[src/rtl/lsu_pkg.sv]
// Shared encodings for the load/store unit: access size codes, FSM states and byte-lane masks.
package lsu_pkg;
  localparam logic [1:0] SZ_BYTE = 2'b00;
  localparam logic [1:0] SZ_HALF = 2'b01;
  localparam logic [1:0] SZ_WORD = 2'b10;
  localparam logic [1:0] SZ_BAD  = 2'b11;

  localparam logic [3:0] LANE_BYTE = 4'b0001;
  localparam logic [3:0] LANE_HALF = 4'b0011;
  localparam logic [3:0] LANE_WORD = 4'b1111;

  typedef enum logic [1:0] {S_IDLE, S_ACC1, S_ACC2, S_RESP} state_e;

  function automatic logic [3:0] size_mask(input logic [1:0] sz);
    case (sz)
      SZ_BYTE: return LANE_BYTE;
      SZ_HALF: return LANE_HALF;
      default: return LANE_WORD;
    endcase
  endfunction

  function automatic logic [2:0] size_bytes(input logic [1:0] sz);
    case (sz)
      SZ_BYTE: return 3'd1;
      SZ_HALF: return 3'd2;
      default: return 3'd4;
    endcase
  endfunction
endpackage

[src/rtl/lsu_align.sv]
// Combinational lane steering: byte enables, store data shift, load merge and sign/zero extension.
// LSU_MISALIGN_SPLIT_EN enables reporting of accesses that spill into the next word.
module lsu_align
  import lsu_pkg::*;
#(
  parameter int DATA_WIDTH     = 32,
  parameter int TRANSFER_WIDTH = 4
) (
  input  logic [1:0]                size,
  input  logic [1:0]                off,
  input  logic                      second,
  input  logic                      is_unsigned,
  input  logic [DATA_WIDTH-1:0]     wdata,
  input  logic [DATA_WIDTH-1:0]     rdata,
  input  logic [DATA_WIDTH-1:0]     res,
  output logic [TRANSFER_WIDTH-1:0] lanes,
  output logic [DATA_WIDTH-1:0]     lane_wdata,
  output logic [DATA_WIDTH-1:0]     res_next,
  output logic [DATA_WIDTH-1:0]     res_ext,
  output logic                      split
);
  localparam int TW = TRANSFER_WIDTH;
  localparam int DW = DATA_WIDTH;

  logic [2*TW-1:0] mask2;
  logic [2*DW-1:0] wdata2;

  // Work in a two-word window: the upper half is what spills into the next word.
  always_comb begin
    mask2  = (2*TW)'(size_mask(size)) << off;
    wdata2 = (2*DW)'(wdata) << (8*off);
`ifdef LSU_MISALIGN_SPLIT_EN
    split  = |mask2[2*TW-1:TW];
`else
    split  = 1'b0;
`endif
    lanes      = second ? mask2[2*TW-1:TW] : mask2[TW-1:0];
    lane_wdata = second ? wdata2[2*DW-1:DW] : wdata2[DW-1:0];
    // Second word supplies the bytes above the 4-off bytes taken from the first.
    res_next   = second ? (res | (rdata << (DW - 8*off))) : (rdata >> (8*off));
  end

  always_comb begin
    case (size)
      SZ_BYTE: res_ext = {{(DW-8){res[7] & ~is_unsigned}}, res[7:0]};
      SZ_HALF: res_ext = {{(DW-16){res[15] & ~is_unsigned}}, res[15:0]};
      default: res_ext = res;
    endcase
  end
endmodule

[src/rtl/lsu_ctrl.sv]
// Load/store unit controller: single-request FSM driving a byte-lane data memory.
// LSU_MISALIGN_SPLIT_EN: misaligned accesses split over two words instead of being rejected.
module lsu_ctrl
  import lsu_pkg::*;
#(
  parameter int ADDR_WIDTH     = 10,
  parameter int DATA_WIDTH     = 32,
  parameter int TRANSFER_WIDTH = 4,
  parameter int MEM_DEPTH      = 1 << (ADDR_WIDTH-2)
) (
  input  logic                      clk,
  input  logic                      rst_n,
  input  logic                      req_valid,
  output logic                      req_ready,
  input  logic                      req_we,
  input  logic [ADDR_WIDTH-1:0]     req_addr,
  input  logic [1:0]                req_size,
  input  logic                      req_unsigned,
  input  logic [DATA_WIDTH-1:0]     req_wdata,
  output logic                      rsp_valid,
  output logic [DATA_WIDTH-1:0]     rsp_rdata,
  output logic                      rsp_err,
  output logic                      mem_we,
  output logic [ADDR_WIDTH-1:0]     mem_addr,
  output logic [DATA_WIDTH-1:0]     mem_wdata,
  output logic [TRANSFER_WIDTH-1:0] mem_transfer,
  input  logic [DATA_WIDTH-1:0]     mem_rdata
);
  state_e state, state_nxt;
  logic alive, hs, bad;
  logic we_q, uns_q, err_q;
  logic [1:0] size_q;
  logic [ADDR_WIDTH-1:0] addr_q;
  logic [DATA_WIDTH-1:0] wdata_q, res_q;
  logic [ADDR_WIDTH-3:0] idx0;
  logic [TRANSFER_WIDTH-1:0] lanes;
  logic [DATA_WIDTH-1:0] lane_wdata, res_next, res_ext;
  logic split;

  // alive keeps ready low until the first clock after reset release.
  assign req_ready = alive && (state == S_IDLE);
  assign hs        = req_valid && req_ready;
  assign idx0      = req_addr[ADDR_WIDTH-1:2];

`ifdef LSU_MISALIGN_SPLIT_EN
  logic [ADDR_WIDTH-3:0] idx1;
  assign idx1 = idx0 + (ADDR_WIDTH-2)'(1);
`endif

  always_comb begin
    bad = (req_size == SZ_BAD) || (32'(idx0) >= MEM_DEPTH);
`ifdef LSU_MISALIGN_SPLIT_EN
    if (({1'b0, req_addr[1:0]} + size_bytes(req_size)) > 3'd4)
      bad = bad || (32'(idx1) >= MEM_DEPTH);
`else
    if ((req_size == SZ_HALF && req_addr[0]) || (req_size == SZ_WORD && req_addr[1:0] != 2'b00))
      bad = 1'b1;
`endif
  end

  lsu_align #(.DATA_WIDTH(DATA_WIDTH), .TRANSFER_WIDTH(TRANSFER_WIDTH)) u_align (
    .size(size_q), .off(addr_q[1:0]), .second(state == S_ACC2), .is_unsigned(uns_q),
    .wdata(wdata_q), .rdata(mem_rdata), .res(res_q),
    .lanes(lanes), .lane_wdata(lane_wdata), .res_next(res_next), .res_ext(res_ext), .split(split)
  );

  always_ff @(posedge clk or negedge rst_n) begin
    if (!rst_n) begin
      state   <= S_IDLE;
      alive   <= 1'b0;
      we_q    <= 1'b0;
      uns_q   <= 1'b0;
      err_q   <= 1'b0;
      size_q  <= '0;
      addr_q  <= '0;
      wdata_q <= '0;
      res_q   <= '0;
    end else begin
      state <= state_nxt;
      alive <= 1'b1;
      if (hs) begin
        we_q    <= req_we;
        uns_q   <= req_unsigned;
        err_q   <= bad;
        size_q  <= req_size;
        addr_q  <= req_addr;
        wdata_q <= req_wdata;
        res_q   <= '0;
      end else if ((state == S_ACC1 || state == S_ACC2) && !we_q) begin
        res_q <= res_next;
      end
    end
  end

  always_comb begin
    state_nxt    = state;
    mem_we       = 1'b0;
    mem_addr     = '0;
    mem_wdata    = '0;
    mem_transfer = '0;
    case (state)
      S_IDLE: if (hs) state_nxt = bad ? S_RESP : S_ACC1;
      S_ACC1: begin
        mem_addr     = {addr_q[ADDR_WIDTH-1:2], 2'b00};
        mem_we       = we_q && (|lanes);
        mem_transfer = we_q ? lanes : '0;
        mem_wdata    = we_q ? lane_wdata : '0;
        state_nxt    = split ? S_ACC2 : S_RESP;
      end
`ifdef LSU_MISALIGN_SPLIT_EN
      S_ACC2: begin
        mem_addr     = {addr_q[ADDR_WIDTH-1:2] + (ADDR_WIDTH-2)'(1), 2'b00};
        mem_we       = we_q && (|lanes);
        mem_transfer = we_q ? lanes : '0;
        mem_wdata    = we_q ? lane_wdata : '0;
        state_nxt    = S_RESP;
      end
`endif
      S_RESP: state_nxt = S_IDLE;
      default: state_nxt = S_IDLE;
    endcase
  end

  assign rsp_valid = (state == S_RESP);
  assign rsp_err   = rsp_valid && err_q;
  assign rsp_rdata = (rsp_valid && !err_q && !we_q) ? res_ext : '0;
endmodule

[config.mk]
export PLATFORM = sky130hd
export DESIGN_NAME = lsu_ctrl
export DESIGN_NICKNAME = d
export VERILOG_FILES = /design/src/rtl/lsu_pkg.sv /design/src/rtl/lsu_align.sv /design/src/rtl/lsu_ctrl.sv
export SDC_FILE = /design/constraint.sdc
export NUM_CORES = 1
export LEC_CHECK = 0
export BUFFER_PORTS_ARGS = -buffer_cell sky130_fd_sc_hd__buf_2
export CAP_MARGIN = 15
export CELL_PAD_IN_SITES_DETAIL_PLACEMENT = 0
export CELL_PAD_IN_SITES_GLOBAL_PLACEMENT = 2
export CORE_ASPECT_RATIO = 0.6
export CORE_MARGIN = 2
export CORE_UTILIZATION = 31
export DETAILED_ROUTE_END_ITERATION = 7
export GPL_TIMING_DRIVEN = 0
export PLACE_DENSITY_LB_ADDON = 0.1
export SYNTH_ARGS = -nofsm -noshare
export SYNTH_HDL_FRONTEND = slang
export SYNTH_HIERARCHICAL = 1
export SYNTH_SLANG_ARGS = --single-unit
[constraint.sdc]
create_clock -name clk -period 3.2 [get_ports clk]
set_input_delay 0.64 -clock clk [delete_from_list [all_inputs] [get_ports clk]]
set_output_delay 0.64 -clock clk [all_outputs]
set_load 0.02 [all_outputs]
Yosys cells after proc, flatten, opt, wreduce, memory -nomap -nowiden. Index checks and enable logic that the tools add are counted.

Logic and storage cells: 62. Register bits after elaboration: 82.

Add/sub/neg operators: 1. Mux-type cells: 18. Shift-type cells: 4. Bitwise operators: 4. Eq/ne operators: 8. Reductions and logical operators: 18.

Operators by type and width (count): $mux 32 (7); $pmux 32 s2 (1); $shl 32x5->64 (1); $or 32x32->32 (1); $shl 32x32->32 (1); $shr 32x5->32 (1); $mux 4 (3); $mux 10 (1); $logic_and 1x1->1 (9); $eq 2x2->1 const B (4); $pmux 4 s2 (1); $shl 4x2->8 (1); $sub 6x5->7 const A (1); $eq 2x1->1 const B (3); $logic_not 2->1 (2); $mux 2 (2); $pmux 2 s2 (1); $reduce_bool 2->1 (2); $reduce_or 4->1 (1); $and 1x1->1 (2); $logic_not 1->1 (2); $logic_or 1x1->1 (2); $mux 1 (2); $ne 2x2->1 const B (1); $not 1->1 (1).

Longest topological paths before layout.
Depth in word-level cells: 7. Mapped depth: 12. Gate-level depth less buffers: 7.

Modules after synthesis. The synthesis kept the hierarchy.

By module, submodules not included: lsu_ctrl (area an instance 3891.2 µm², instances 1, seq. area each 2052.0 µm², cells an instance 456); lsu_align (area an instance 2781.4 µm², instances 1, seq. area each 0.0 µm², cells an instance 365).

Worst setup path before layout. No wires, ideal clock.

Path kind: register -> output. From: register addr_q[1]. To: output mem_we. Arrival: 2.034 ns. Required time: 2.560 ns. Stages on the path, launching flop included: 11. Buffers on the path: 4. Setup slack: 0.526 ns. Path through: dfrtp_1 buf_6 buf_6 clkinv_1 buf_2 ha_1 clkbuf_1 nor2_1 a31oi_1 nor4_1 nor2_1.

Longest elaborated chain between the ends: 5.

Ends and longest elaborated chain: start: declaration (RTL line lsu_ctrl.sv:33) `logic [ADDR_WIDTH-1:0] addr_q;`; start signal: assignment (RTL line lsu_ctrl.sv:86) `addr_q <= req_addr;`; $shl 4x2->8 (RTL line lsu_align.sv:30) `mask2 = (2*TW)'(size_mask(size)) << off;`; $mux 4 (RTL line lsu_align.sv:37) `lanes = second ? mask2[2*TW-1:TW] : mask2[TW-1:0];`; net lanes[0] (RTL line lsu_ctrl.sv:36) `logic [TRANSFER_WIDTH-1:0] lanes;`; $reduce_or 4->1 (RTL line lsu_ctrl.sv:105) `mem_we = we_q && (|lanes);`; $logic_and 1x1->1 (RTL line lsu_ctrl.sv:105); $mux 1 (RTL line lsu_ctrl.sv:101) `case (state)`; end: declaration (RTL line lsu_ctrl.sv:23) `output logic mem_we,`.

The timed path passes the listed nets, and every way through them passes these cells.

Worst setup path after layout. Ends and elaborated chain as after synthesis.

==> results_dict.tcl <==
set metrics [dict create \
    vias 6624 \
    fmax_ghz 0.322 \
    worstPathCellList "buf_6 -> buf_6 -> buf_2 -> nand2_1 -> a21o_1 -> nand2_1 -> nor4_2 -> nor2_1 -> buf_2" \
    setup_violations 0 \
    seqPwrFrac_pct 22.7 \
    ys_warn_count 6 \
    cpPeakStageDelay_ns 0.43 \
    dp_hpwl_um 20900 \
    finClkSkew_ns 0.0127 \
    finalHoldViolCount 0 \
    hold_path.class "input pin to asynchronous set/reset pin" \
    start_util_pct 31.6 \
    peakVddDrop_mv 0.394 \
    dr.pass1.iters 5 \
    synthArstFlopShare_pct 100 \
    cp_slowest_cell "dfrtp_1" \
    endpoint_kind "output port" \
    cp_num_buf_inv 4 \
    routabilityCongestion 0.916 \
    p_leak_uw 0.00421 \
    slew_violations 0 \
    p_sw_uw 4440 \
    critical-path-top-delay-family "simple AND/OR/NAND/NOR gates" \
    dpl.cell_count 1262 \
    startpoint_type "register" \
    ys_seq_elements 82 \
    wirelength_um 27700 \
    area_delta_synth_final_pct 23.0 \
    grt_max_degree 50 \
    clk_pin_slew_ns 0.06 \
    ys.flop_type "dfrtp_1" \
    synth.distinct_cells 47 \
    ios 163 \
    n_fill_cell 2239 \
    swShare_pct 49.9 \
    critical_path_class "register to output port" \
    io_buffers 160 \
    internal-power_uw 4450 \
    fin_tns_setup_ns 0 \
    synthTopCellsByArea "dfrtp_1 31%, nand2_1 14%, mux2i_1 5.7%, and2_1 4.7%, mux2_2 3.9%" \
    tightest_slew_ns 0.693 \
    cap_viol_max_count 0 \
    status "finished, final reports clean" \
    synth_top_area_share_pct 30.8 \
    fin_nets 1079 \
    relSlewSlack_pct 53.8 \
    die_area_um2 22800 \
    die_w_um 193 \
    antenna_found_initial 1 \
    final_cells 1276 \
    final_cell_area_um2 8210 \
    synth_edf_count 0 \
    min_period_ns 3.11 \
    postSynthAreaPerCell_um2 8.13 \
    cts_buffers 9 \
    power_density_nw_per_um2 1080 \
    combPwrFrac_pct 64.8 \
    dpl-instance-area_um2 7860 \
    syn_area_um2 6670 \
    ant_nets 0 \
    num_rows 41 \
    grt_usage_pct 24.5 \
    drive_gt1_share_pct 32.1 \
    seq_area_frac_synth_pct 30.8 \
    antenna_cells 0 \
    dieHeight_um 118 \
    overflow 0 \
    htree_levels 3 \
    root_buffer "clkbuf_16" \
    drt_iter0_drc 646 \
    yosysMostFrequentCell "nand2_1" \
    fin_crit_sh_pct 97.1 \
    cts_tree "built" \
    worstPathMaxFanout 10 \
    core_area_um2 21100 \
    first_global_vias 6328 \
    ctsLongestPathBuffers 2 \
    p_clk_share_pct 12.5 \
    grt_pass1_wl_um 41600 \
    cts_num_sinks 82 \
    wl_per_cell_um 21.7 \
    via_per_inst 5.19 \
    yosys.area.top_type "dfrtp_1" \
    crit_required_ns 2.56 \
    synthTopCellsByCount "255 x nand2_1, 82 x dfrtp_1, 50 x and2_1, 49 x a21oi_1" \
    rsz0062_at_grt "yes" \
    worstPathArrival_ns 2.47 \
    drc 0 \
    syn_inst 821 \
    clock_latency_ns 0.37 \
    post_cts_buffers 0 \
]
==> state kept, by name (all words and copies together) (netlist names) <==
register	cells
addr_q	10
alive	1
err_q	1
res_q	32
size_q	2
state	2
uns_q	1
wdata_q	32
we_q	1
==> metal layers <==
layer	vias to the layer above	GRT usage [%]	wire length, um
met3	18	4.30	2100
met2	317	30.9	10300
li1	3160	-	-
met1	3129	41.5	15100
met5	-	0	0
met4	0	4.58	242
==> layout make-up <==
class / instances / area (um2) / area share [%]
sequential: 82 / 2050 / 25.0
timing repair buffer: 161 / 831 / 10.1
clock buffer: 11 / 243 / 2.96
tap: 279 / 349 / 4.25
inverter: 7 / 27.5 / 0.335
buffer: 84 / 567 / 6.91
clock inverter: 5 / 62.6 / 0.762
multi-input combinational: 647 / 4070 / 49.6
==> per-stage QoR <==
| step | util [%] | hold WS [ns] | total power (uW) | setup WS, ns |
|---|---|---|---|---|
| 2_1_floorplan | - | 0.344 | 5900 | 0.526 |
| 5_1_grt | 38.9 | 0.268 | 9530 | -0.0177 |
| 6_report | 38.9 | 0.238 | 8890 | 0.0923 |
| 4_1_cts | 38.8 | 0.245 | 8800 | 0.00985 |
| 3_5_place_dp | 37.3 | 0.457 | 7610 | -0.0723 |
| 3_3_place_gp | 37.1 | 0.454 | 7620 | -0.101 |
==> path summary, 6_finish.rpt <==
check                            start           to  slack [ns]  cells past startpoint
setup / recovery             addr_q[1]       mem_we        0.09                      9
hold / removal                   rst_n  wdata_q[19]        0.24                      1
setup reg to reg             addr_q[1]    res_q[10]        0.45                     12
hold reg to reg              addr_q[6]    addr_q[6]        0.47                      2
max in group asynchronous        rst_n    res_q[27]        2.31                      2
min in group clk           req_addr[3]    addr_q[3]        0.46                      3
==> layout by cell type (no fill, tap or decap), types with 14 or more instances in the layout <==
cell type  count
a21oi_1       49
a21oi_2       20
a22o_1        16
a22oi_1       16
and2_1        50
and3_1        38
buf_2        181
buf_4         20
buf_6         15
clkbuf_1      21
dfrtp_1       82
mux2_2        23
mux2i_1       38
nand2_1      255
nor2_1        14
o21ai_0       26
==> power groups by stage <==
stage / sequential (uW) / clock [uW] / combinational, uW
final: 2020 / 1110 / 5760
after floorplan: 1790 / 0 / 4110
after global placement: 2010 / 0 / 5610
after detailed placement: 2000 / 0 / 5600
after CTS: 1990 / 1140 / 5670
after global routing: 2080 / 1180 / 6260
==> repair_timing <==
action                                  4_1_cts  5_1_grt
endpoints found under the setup margin        4       16
resized for setup                            12        9
hold buffers                                  0        0
hold endpoints to repair                      0        0
pin swaps                                     0        1
==> cell families after synthesis <==
kind of cell / synth area share, %
muxes: 14.9
adders and majority gates: 1.13
other: 0.169
AOI/OAI and AO/OA: 18.1
and+or+nand+nor: 26.4
DFF: 30.8
buffers and inverters: 8.66
Power figures use the tool's default switching activity.
